===== src/rtl/pulse_capture_pkg.sv =====
// Shared types for the one-shot pulse-width capture timer.
// Holds the capture FSM state encoding used by pulse_capture.
package pulse_capture_pkg;

    typedef enum logic [1:0] {
        ST_IDLE    = 2'd0,
        ST_ARMED   = 2'd1,
        ST_MEASURE = 2'd2
    } state_t;

    // Increment that sticks at all-ones instead of wrapping.
    function automatic logic [31:0] sat_inc(input logic [31:0] cur, input logic [31:0] max);
        return (cur == max) ? cur : cur + 32'd1;
    endfunction

endpackage


===== src/rtl/pulse_capture_edge_detect.sv =====
// Single-bit edge detector: registers d and flags rising/falling transitions.
// Reusable across the timer library; asynchronous active-low reset.
module edge_detect (
    input  logic clock,
    input  logic reset,
    input  logic d,
    output logic rise,
    output logic fall
);

    logic d_q;

    always_ff @(posedge clock or negedge reset) begin
        if (!reset) begin
            d_q <= 1'b0;
        end else begin
            d_q <= d;
        end
    end

    assign rise = d & ~d_q;
    assign fall = ~d & d_q;

endmodule


===== src/rtl/pulse_capture.sv =====
// One-shot pulse-width capture: once armed, measures how many cycles sig stays
// high after a rising edge and reports the width with a one-cycle done strobe.
module pulse_capture
    import pulse_capture_pkg::*;
#(
    parameter int unsigned W = 8
) (
    input  logic         clock,
    input  logic         reset,
    input  logic         arm,
    input  logic         cancel,
    input  logic         sig,
    output logic [W-1:0] value,
    output logic         done,
    output logic         busy,
    output logic         ovf
);

    state_t       state, state_next;
    logic [W-1:0] count, count_next;
    logic [W-1:0] value_next;
    logic         ovf_next;
    logic         done_next;
    logic         sat, sat_next;
    logic         rise, fall;

    edge_detect u_edge (
        .clock (clock),
        .reset (reset),
        .d     (sig),
        .rise  (rise),
        .fall  (fall)
    );

    always_ff @(posedge clock or negedge reset) begin
        if (!reset) begin
            state <= ST_IDLE;
        end else begin
            state <= state_next;
        end
    end

    always_ff @(posedge clock or negedge reset) begin
        if (!reset) begin
            count <= '0;
            value <= '0;
            ovf   <= 1'b0;
            done  <= 1'b0;
            sat   <= 1'b0;
        end else begin
            count <= count_next;
            value <= value_next;
            ovf   <= ovf_next;
            done  <= done_next;
            sat   <= sat_next;
        end
    end

    always_comb begin
        state_next = state;
        count_next = count;
        value_next = value;
        ovf_next   = ovf;
        sat_next   = sat;
        done_next  = 1'b0;
        unique case (state)
            ST_IDLE: begin
                // cancel and sig edges have no effect until armed
                if (arm) begin
                    state_next = ST_ARMED;
                end
            end
            ST_ARMED: begin
                if (cancel) begin
                    state_next = ST_IDLE;
                end else if (rise) begin
                    state_next = ST_MEASURE;
                    count_next = W'(1);
                    sat_next   = 1'b0;
                end
            end
            ST_MEASURE: begin
                if (cancel) begin
                    state_next = ST_IDLE;
                end else if (sig) begin
                    if (count == '1) begin
                        sat_next = 1'b1;
                    end
                    count_next = W'(sat_inc(32'(count), 32'(W'('1))));
                end else if (fall) begin
                    value_next = count;
                    ovf_next   = sat;
                    done_next  = 1'b1;
                    state_next = ST_IDLE;
                end
            end
            default: begin
                state_next = ST_IDLE;
            end
        endcase
    end

    assign busy = (state != ST_IDLE);

endmodule


===== config.mk =====
export PLATFORM = sky130hd
export DESIGN_NAME = pulse_capture
export DESIGN_NICKNAME = d
export VERILOG_FILES = /design/src/rtl/pulse_capture_pkg.sv /design/src/rtl/pulse_capture_edge_detect.sv /design/src/rtl/pulse_capture.sv
export SDC_FILE = /design/constraint.sdc
export NUM_CORES = 1
export LEC_CHECK = 0
export ABC_AREA = 1
export CAP_MARGIN = 20
export CORE_UTILIZATION = 53
export DETAILED_ROUTE_END_ITERATION = 8
export PLACE_DENSITY = 0.78
export SYNTH_ARGS = -nofsm -noshare
export SYNTH_HDL_FRONTEND = slang
export SYNTH_SLANG_ARGS = --single-unit

===== constraint.sdc =====
create_clock -name clock -period 1.7 [get_ports clock]
set_clock_uncertainty 0.1 [all_clocks]
set_input_delay 0.34 -clock clock [delete_from_list [all_inputs] [get_ports clock]]
set_output_delay 0.34 -clock clock [all_outputs]
set_load 0.03 [all_outputs]

==> run_results.csv <==
group,metric,value,unit
drt,wl,2.30,mm
logic_synthesis,synth_area,1160,um2
floorplanning,core,2020,um2
sta,slew_viol_final,0,
drt,drc_errors,0,
cells_and_area,instances_no_fill,197,
worst_setup_path,cpPeakStageDelay,0.41,ns
worst_setup_path,path_class,"reg2out",
sta,period_needed,1.64,ns
floorplanning,die_x,48.9,um
cells_and_area,num-fill-cells,167,
cells_and_area,antenna_cells,0,
worst_setup_path,setup.reg_to_reg.worst_slack,0.16,ns
floorplanning,die-area,2390,um2
drt,ant_nets,0,
place,hpwlAfterDp,1.62,mm
worst_setup_path,crit_chain,"nor2_2 > inv_1 > clkdlybuf4s15_2",
sta,fin_ws,0.0606,ns
clock_tree,clk_latency,0.31,ns
logic_synthesis,syn_avg_cell_area,7.97,um2
clock_tree,cts_buffer_depth,2,
drt,drt-initial-drc-count,45,
cells_and_area,multi_input_area,549,um2
power_and_ir_drop,total_leakage_power,0.746,nW
logic_synthesis,synth.ff_latch_count,22,
cells_and_area,final_common_cell,"nand2_1",
floorplanning,pin_count,16,
worst_setup_path,rr_startpoint,"count[0]",
logic_synthesis,synth_fp_nets,152,
place,place_congestion,0.813,
grt,antenna_found_initial,0,
worst_setup_path,worst-path-max-fanout,2,
place,dp_cells,192,
grt,globalRouteTotalUtil,23.2,%
sta,fin_crit_sh,96.4,%
status,status,"completed",
logic_synthesis,ys_seq_area_share,47.3,%
drt,dr.pass1.iters,4,
power_and_ir_drop,ir_worst_vdd,0.906,mV
worst_setup_path,rr_worst_depth,8,
sta,fmax,610,MHz
cells_and_area,seqCellArea,552,um2
floorplanning,initial_core_util,57.5,%
cells_and_area,fin_area,1430,um2
clock_tree,cts_tree,"done",
logic_synthesis,netlist_instances,146,
drt,wl_per_cell,11.7,um
place,port_buffers,15,
grt,grt_pass1_vias,968,
min_path,hold_path.class,"in2async",
clock_tree,clk_pin_slew,0.13,ns
grt,grt_pass1_wl,4.25,mm
sta,setup_viol,0,
sta,worstMarginPinSlew,0.346,ns
worst_setup_path,cp.required,1.26,ns
clock_tree,htreeDepth,1,
drt,vias_per_cell,5.06,
cells_and_area,fin_util,70.9,%
clock_tree,cts_buffers,3,
worst_setup_path,rr_endpoint,"count[6]",
clock_tree,cts_hold_buf,0,
logic_synthesis,synth_cell_types,22,
worst_setup_path,worstSetupEndpointType,"output port",
floorplanning,std_cell_rows,16,
cells_and_area,finalNetCount,177,
place,place_ws,-0.0763,ns
grt,overflow,0,
flow_run,maxCapViolCount,0,
floorplanning,die_h,48.9,um
sta,final_hold_viol_count,0,
power_and_ir_drop,power,2.01,mW
cells_and_area,layout_common_cells,"nand2_1 (60), dfrtp_1 (21), inv_1 (12), dlygate4sd2_1 (10)",
cells_and_area,synthToLayoutAreaGrowth,23.2,%
clock_tree,cts_sinks,22,
drt,num_vias,996,
cells_and_area,layout-drive-gt1-share,21.8,%
worst_setup_path,crit_arrival,1.20,ns
worst_setup_path,start_kind,"flip-flop",
worst_setup_path,cp-startpoint,"state[1]",
power_and_ir_drop,power_density,1400,nW/um2
grt,grt_max_degree,23,
logic_synthesis,yosysWarnings,0,
sta,slew_headroom,76.8,%
place,placed_cell_area,1380,um2
clock_tree,cts_root_buffer,"clkbuf_4",
worst_setup_path,slowest_stage,"dfrtp_1",
sta,rsz0062_at_grt,"false",
routing by layer:
layer	GRT usage (%)	wire length (um)	part of all wire [%]
met4	7.84	59	2.6
met1	31.0	1050	46
met2	38.4	1090	47
met5	0	0	0
met3	3.74	102	4.4
cells in the mapped netlist:
cell type / number / share of area, %
nand2_1: 60 / 19
dfrtp_1: 22 / 47
inv_1: 12 / 3.9
nor2_1: 10 / 3.2
nand3_1: 9 / 3.9
o21ai_2: 6 / 4.5
nand2_2: 4 / 2.2
nand2_4: 4 / 3.9
inv_2: 3 / 0.97
nor2_2: 3 / 1.6
a21oi_1: 2 / 0.86
a31o_1: 1 / 0.75
buf_4: 1 / 0.65
ha_1: 1 / 1.1
inv_4: 1 / 0.54
nand3b_1: 1 / 0.65
nor2_4: 1 / 0.97
nor2_8: 1 / 1.7
nor3b_1: 1 / 0.65
o21ai_0: 1 / 0.43
o21ai_1: 1 / 0.43
or2_1: 1 / 0.54
cell type report:
class	count	share of cell area, %
repair buffers	21	12.8
flip-flops and latches	22	38.5
well taps	27	2.36
clock buffers	3	1.57
multi-input cells	107	38.3
clock inverters	1	2.09
inverters	16	4.36
stage by stage:
stage,setup TNS (ns),hold WS (ns)
after floorplan,0,-0.0556
after global placement,-0.262,0.358
after detailed placement,-0.666,0.368
after CTS,0,0.270
after global routing,0,0.282
final,0,0.263
where the power goes:
| part | leakage, nW | total, mW | internal [mW] | switching, mW |
|---|---|---|---|---|
| clock network | 0.0279 | 0.402 | 0.238 | 0.164 |
| logic | 0.425 | 0.901 | 0.326 | 0.575 |
| registers | 0.293 | 0.709 | 0.633 | 0.0766 |
worst max-delay path: cells and delay by family (launching register included):
family | cells | cell delay (ns)
AND/OR/NAND/NOR | 1 | 0.15
flip-flops | 1 | 0.41
buffers and inverters | 2 | 0.32
registers in the layout, summed over array words and instances, names as in the netlist:
signal      cells
sat             1
state           2
value           8
done            1
u_edge.d_q      1
ovf             1
count           8
logic make-up (layout without fill, tap and decap cells):
group           after synthesis  after routing  share of synthesized area, %
fa+ha+maj                     1              1                          1.08
flops                        22             22                          47.3
simple gates                 95             95                          38.6
compound gates               11             11                          6.99
buf+inv                      17             41                          6.02
worst max path at each step:
stage / slack (ns) / cells past startpoint / end
global route: 0.004 / 9 / count[5]
finish: 0.06 / 3 / busy
global placement: -0.04 / 6 / value[6]
CTS: 0.03 / 3 / busy
floorplan: 0.36 / 9 / count[5]
detailed placement: -0.08 / 6 / value[3]
timing repair:
action	in CTS	in global routing
gates resized for setup	13	3
setup buffers	0	1
endpoints found under the setup margin	11	4
Power figures use the tool's default switching activity.
